## src/rtl/onehot_regfile_if.sv

```systemverilog
// Write/read bundle between the datapath and the one-hot register file.
// Master drives the write/read requests; slave returns read data and status.
interface onehot_regfile_if #(
  parameter int WIDTH = 16
);
  logic             we;
  logic [15:0]      wsel;
  logic [WIDTH-1:0] wdata;
  logic [3:0]       ra1;
  logic [3:0]       ra2;
  logic [WIDTH-1:0] rd1;
  logic [WIDTH-1:0] rd2;
  logic             sel_err;
  logic [7:0]       wr_count;

  modport master (
    output we, wsel, wdata, ra1, ra2,
    input  rd1, rd2, sel_err, wr_count
  );

  modport slave (
    input  we, wsel, wdata, ra1, ra2,
    output rd1, rd2, sel_err, wr_count
  );
endinterface

```

## src/rtl/onehot_regfile.sv

```systemverilog
// 16-entry register file with one-hot write select; 1-cycle write, 0-cycle reads.
// No backpressure: a write is accepted every cycle, malformed selects are dropped and flagged.
module onehot_regfile #(
  parameter int WIDTH = 16
) (
  input logic               clk,
  input logic               rst_n,
  onehot_regfile_if.slave   rf
);

  logic [WIDTH-1:0] regs [16];
  logic             sel_err;
  logic [7:0]       wr_count;
  logic             onehot;

  // Exactly one bit set: non-zero and clearing the lowest set bit leaves nothing.
  assign onehot = (rf.wsel != 16'h0000) && ((rf.wsel & (rf.wsel - 16'd1)) == 16'h0000);

  always_ff @(posedge clk) begin
    if (!rst_n) begin
      for (int i = 0; i < 16; i++) begin
        regs[i] <= '0;
      end
      sel_err  <= 1'b0;
      wr_count <= 8'd0;
    end else if (rf.we) begin
      if (onehot) begin
        // Entry 0 is never written, so it holds its reset value of zero.
        for (int i = 1; i < 16; i++) begin
          if (rf.wsel[i]) begin
            regs[i] <= rf.wdata;
          end
        end
        wr_count <= wr_count + 8'd1;
      end else begin
        sel_err <= 1'b1;
      end
    end
  end

  assign rf.rd1      = regs[rf.ra1];
  assign rf.rd2      = regs[rf.ra2];
  assign rf.sel_err  = sel_err;
  assign rf.wr_count = wr_count;

endmodule

```

## src/flat_wrapper.sv

```systemverilog
// flat-port wrapper written by rule: the top's interface ports become plain ports
module onehot_regfile_flat 
#(
  parameter int WIDTH = 16
)
  (clk, rst_n, rf_we, rf_wsel, rf_wdata, rf_ra1, rf_ra2, rf_rd1, rf_rd2, rf_sel_err, rf_wr_count);
  onehot_regfile_if #(.WIDTH(WIDTH)) rf_i ();
  input logic clk;
  input logic rst_n;
  input wire logic [$bits(rf_i.we)-1:0] rf_we;
  input wire logic [$bits(rf_i.wsel)-1:0] rf_wsel;
  input wire logic [$bits(rf_i.wdata)-1:0] rf_wdata;
  input wire logic [$bits(rf_i.ra1)-1:0] rf_ra1;
  input wire logic [$bits(rf_i.ra2)-1:0] rf_ra2;
  output wire logic [$bits(rf_i.rd1)-1:0] rf_rd1;
  output wire logic [$bits(rf_i.rd2)-1:0] rf_rd2;
  output wire logic [$bits(rf_i.sel_err)-1:0] rf_sel_err;
  output wire logic [$bits(rf_i.wr_count)-1:0] rf_wr_count;
  assign rf_i.we = rf_we;
  assign rf_i.wsel = rf_wsel;
  assign rf_i.wdata = rf_wdata;
  assign rf_i.ra1 = rf_ra1;
  assign rf_i.ra2 = rf_ra2;
  assign rf_rd1 = rf_i.rd1;
  assign rf_rd2 = rf_i.rd2;
  assign rf_sel_err = rf_i.sel_err;
  assign rf_wr_count = rf_i.wr_count;
  onehot_regfile #(.WIDTH(WIDTH)) u_core (.clk(clk), .rst_n(rst_n), .rf(rf_i));
endmodule
```

## config.mk

```make
export PLATFORM = sky130hd
export DESIGN_NAME = onehot_regfile_flat
export DESIGN_NICKNAME = d
export VERILOG_FILES = /design/src/rtl/onehot_regfile_if.sv /design/src/rtl/onehot_regfile.sv /design/src/flat_wrapper.sv
export SDC_FILE = /design/constraint.sdc
export NUM_CORES = 1
export LEC_CHECK = 0
export CAP_MARGIN = 20
export CORE_UTILIZATION = 46
export CTS_CLUSTER_DIAMETER = 50
export DETAILED_ROUTE_END_ITERATION = 10
export GPL_ROUTABILITY_DRIVEN = 0
export GPL_TIMING_DRIVEN = 0
export RECOVER_POWER = 25
export SKIP_LAST_GASP = 1
export SLEW_MARGIN = 20
export SYNTH_ARGS = -nofsm -noshare
export SYNTH_HDL_FRONTEND = slang
export SYNTH_SLANG_ARGS = --single-unit
```

## constraint.sdc

```tcl
create_clock -name clk -period 6.36 [get_ports clk]
set_clock_uncertainty 0.1 [all_clocks]
set_input_delay 1.59 -clock clk [delete_from_list [all_inputs] [get_ports clk]]
set_output_delay 1.59 -clock clk [all_outputs]
set_load 0.005 [all_outputs]
```

## Yosys cells after proc, flatten, opt, wreduce, memory -nomap -nowiden

Memory sizes are Yosys's and may differ from the RTL's.
Index checks and enable logic that the tools add are counted.

| word-level totals | value |
|---|---|
| bits in registers | 9 |
| memory bits (writable) | 256 |
| bits of input ports | 43 |
| output and inout port bits | 41 |
| logic and storage cells | 118 |
| memories kept | 1 |

Memories:

| name | depth | bits a word | read ports | clocked after memory_dff | write ports | line | text |
|---|---|---|---|---|---|---|---|
| u_core.regs | 16 | 16 | 2 | 0 | 16 | onehot_regfile.sv:11 | `logic [WIDTH-1:0] regs [16];` |

| operators by class | value |
|---|---|
| $add $sub $neg | 2 |
| multiplexer cells | 91 |
| bitwise gates (word level) | 17 |
| reductions and logical operators | 5 |

Operators with widths:

| kind | count |
|---|---|
| two-way mux 16 bit | 15 |
| two-way mux 1 bit | 76 |
| AND 16 bit | 1 |
| logical NOT 16 bit | 1 |
| nonzero test 16 bit | 1 |
| subtractor 16 x 1 -> 16 bit, second input constant | 1 |
| bitwise OR 1 bit | 15 |
| adder 8 x 1 -> 8 bit, second input constant | 1 |
| AND reduction 2 bit | 2 |
| logical AND 1 bit | 1 |
| NOT 1 bit | 1 |

## Longest topological paths before layout

| logic depth | value |
|---|---|
| depth in word-level cells | 9 |
| mapped depth | 8 |
| mapped depth without buffers | 6 |

## Least setup slack after synthesis

No wires, ideal clock.

| path | value |
|---|---|
| path kind | input-to-output |
| from | input port rf_ra2[0] |
| to | output port rf_rd2[12] |
| data arrival time | 3.344 ns |
| data required time | 4.670 ns |
| path slack | 1.326 ns |
| cell stages on the path | 4 |
| path buffers | 2 |
| path through | clkbuf_1 -> clkbuf_1 -> mux4_2 -> mux4_2 |

| on the way | value |
|---|---|
| longest elaborated chain between the ends | 1 |

RTL lines:

| item | line | text |
|---|---|---|
| start, declared | flat_wrapper.sv:14 | `input wire logic [$bits(rf_i.ra2)-1:0] rf_ra2;` |
| memory (16 x 16 bit) | - |  |
| end, declared | flat_wrapper.sv:16 | `output wire logic [$bits(rf_i.rd2)-1:0] rf_rd2;` |

Every way passes these cells.

## Worst setup path after layout

| path | value |
|---|---|
| from | input port rf_ra1[1] |
| to | output port rf_rd1[13] |

| on the way | value |
|---|---|
| longest elaborated chain between the ends | 1 |

RTL lines:

| item | line | text |
|---|---|---|
| start, declared | flat_wrapper.sv:13 | `input wire logic [$bits(rf_i.ra1)-1:0] rf_ra1;` |
| memory (16 x 16 bit) | - |  |
| end, declared | flat_wrapper.sv:15 | `output wire logic [$bits(rf_i.rd1)-1:0] rf_rd1;` |

Every way passes these cells.

==> impl_metrics.csv <==
group,metric,value,unit
timing,finalHoldViolations,0,
logic_synthesis,synthFlopType,"edfxtp_1",
logic_synthesis,ys_async_sr_fraction,0,%
setup_path,startpoint,"rf_ra1[1]",
hold_path,hold_start,"u_core.rf.sel_err",
setup_path,worst_setup_path_start_kind,"input pin",
cts,insertion_delay,0.54,ns
logic_synthesis,synthSimpleGateAreaFrac,10.24,%
setup_path,r2r_slack,4.86,ns
cts,clkSinkCount,249,
global_routing,grt_pass1_vias,8180,
timing,fmax,0.1611,GHz
cts,clockBufferDepth,3,
cts,cts_buffers,28,
hold_path,min_to,"u_core.rf.sel_err",
die,io_pins,84,
timing,layout_worst_path_cycle_share,97.61,%
logic_synthesis,synthXorXnorAreaFrac,0,%
timing,drv_slew,0,
detailed_routing,drtPass1Iterations,5,
cts,clock-root-buffer,"clkbuf_16",
cts,postCtsSetupBuffers,0,
final_layout,syn_to_final_growth,16.32,%
die,fp.dieH,169.4,um
hold_path,holdPathStages,1,
setup_path,cp_top_family,"buffers and inverters",
cts,cts.clk_slew.worst_paths,0.06,ns
setup_path,r2r_start,"u_core.rf.wr_count[2]",
logic_synthesis,synthCells,793,
cts,htree_levels,1,
logic_synthesis,synth_edf_count,240,
setup_path,cp.arrival,4.52,ns
placement,dp_slack,-0.5085,ns
global_routing,grt_overflow_total,0,
power,peakVddDrop,0.0001645,V
detailed_routing,vias_per_cell,6.129,
die,die_x,169.4,um
die,die-area,28700,um^2
logic_synthesis,syn-cell-area,12890,um^2
setup_path,cp_cell_sequence,"clkdlybuf4s50_1, clkbuf_2, clkbuf_1, mux4_2, mux4_2, clkdlybuf4s50_1",
timing,worst_slew_pin_slew,0.9308,ns
global_routing,grt.total_usage,25.19,%
hold_path,hp-class,"flip-flop to flip-flop",
final_layout,fillers,2176,
placement,io_buffers,77,
global_routing,antenna_found_initial,0,
setup_path,crit_cells,6,
detailed_routing,vias,7962,
die,core,27250,um^2
detailed_routing,ant_nets,0,
logic_synthesis,synth_nets,837,
setup_path,cp_num_buf_inv,4,
die,placement_rows,60,
logic_synthesis,synth-compound-area-share,3.396,%
global_routing,grt_max_degree,20,
detailed_routing,wirelength,35020,um
setup_path,required,4.67,ns
logic_synthesis,synth_fa_ha_area_share,0.1747,%
logic_synthesis,avgSynthCellArea,16.26,um^2
setup_path,max_stage_delay,0.64,ns
timing,relSlewSlack,37.95,%
setup_path,reg2regPathDepth,4,
logic_synthesis,ys_seq_area_share,57.29,%
timing,rsz0062_at_grt,"false",
detailed_routing,drc,0,
detailed_routing,drt-initial-drc-count,823,
setup_path,critical_path_class,"input pin to primary output",
setup_path,r2r-end,"u_core.rf.wr_count[7]",
setup_path,crit_fanout,10,
power,p_leak,5.037,nW
logic_synthesis,synth-seq-cells,249,
final_layout,drive_above_1_share,32.69,%
timing,tns,0,ns
placement,place_hpwl,26420,um
status,status,"complete, no violations",
global_routing,grt_pass1_wl,52160,um
cts,cts_tree,"yes",
logic_synthesis,netlist-cell-type-count,43,
timing,final.min_clock_period,6.208,ns
setup_path,slowest_stage,"clkbuf_1",
die,start_util,47.31,%
logic_synthesis,yosysWarnings,0,
power,power.density,270.4,nW/um^2
timing,setup_violations,0,
timing,fin_hold_ws,0.3710,ns
final_layout,n_antenna_cell,0,
final_layout,layout_common_cells,"edfxtp_1 (240), mux4_2 (128), nor2_1 (92)",
setup_path,cp-end-kind,"primary output",
timing,setup_slack,0.1518,ns
final_layout,mostFrequentLayoutCell,"edfxtp_1",
final_layout,fin_util,55.04,%
detailed_routing,wl_per_cell,26.96,um
final_layout,nNetsFinal,949,
job,maxCapViolations,0,
logic_synthesis,synth_top_family_by_area,"multiplexers",
logic_synthesis,synthMuxAreaShare,25.77,%
==> synthesized netlist by cell type, types with 4 or more instances <==
library cell	instances	area [um^2]
edfxtp_1	240	7207
mux4_2	128	2883
nor2_1	92	345.3
nor2_2	54	337.8
nand2_1	41	153.9
mux2_2	32	360.4
a22o_1	31	271.5
clkbuf_1	26	97.59
inv_1	24	90.09
buf_2	12	60.06
o21ai_0	11	55.05
nor4_1	10	62.56
dfxtp_1	9	180.2
and2_1	8	50.05
buf_1	8	30.03
buf_6	8	90.09
mux2i_1	8	80.08
nand4_4	8	170.2
nand2b_1	7	43.79
nand3_1	4	20.02
nand4_1	4	25.02
nor3_1	4	20.02
==> where the power goes <==
part	switching (mW)	internal (mW)
clock network	0.650	0.921
registers	0.0470	1.90
logic	0.263	0.274
total	0.960	3.10
==> registers in the layout, summed over array words and instances, names as in the netlist <==
| register | cells |
|---|---|
| u_core.rf.wr_count | 8 |
| u_core.regs | 240 |
| u_core.rf.sel_err | 1 |
==> timing repair <==
item	in CTS	in global routing
hold buffers	0	0
endpoints found under the setup margin	32	0
gates resized for setup	9	0
==> per-layer routing <==
metal	global-route usage (%)	vias to the layer above	part of all wire (%)
li1	-	3391	-
met1	34.98	4207	41
met2	41.12	312	49
met3	5.014	52	8.1
met4	5.954	0	2.1
met5	0	-	0
==> cell families (layout without fill, tap and decap cells) <==
kind of cell | after synthesis | count (layout)
muxes | 168 | 168
buffers and inverters | 81 | 215
DFF | 249 | 249
and+or+nand+nor | 241 | 241
adders and majority gates | 2 | 2
AOI/OAI and AO/OA | 52 | 52
==> per-stage QoR <==
step / total power [mW] / area, um^2 / instances
floorplan: 2.274 / 12890 / 793
global placement: 2.494 / 14130 / 1242
detailed placement: 2.521 / 14220 / 1248
CTS: 4.073 / 15120 / 1299
global route: 4.162 / 15000 / 1299
finish: 4.056 / 15000 / 1299
==> worst max path at each step <==
stage                             to  slack (ns)
final                     rf_rd1[13]        0.15
after global routing      rf_rd1[13]        0.05
after CTS                 rf_rd1[13]        0.09
after detailed placement   rf_rd1[6]       -0.51
after global placement     rf_rd1[6]       -0.47
after floorplan           rf_rd2[12]        1.33
==> area by class of cell <==
class	count	area, um^2	share of cell area [%]
tap	372	465.4	3.103
multi-input combinational	463	5010	33.40
buffer	56	316.6	2.111
sequential	249	7387	49.25
inverter	24	90.09	0.6007
clock inverter	12	82.58	0.5506
clock buffer	40	808.3	5.389
timing repair buffer	83	838.3	5.589
(Power assumes the default switching activity.)
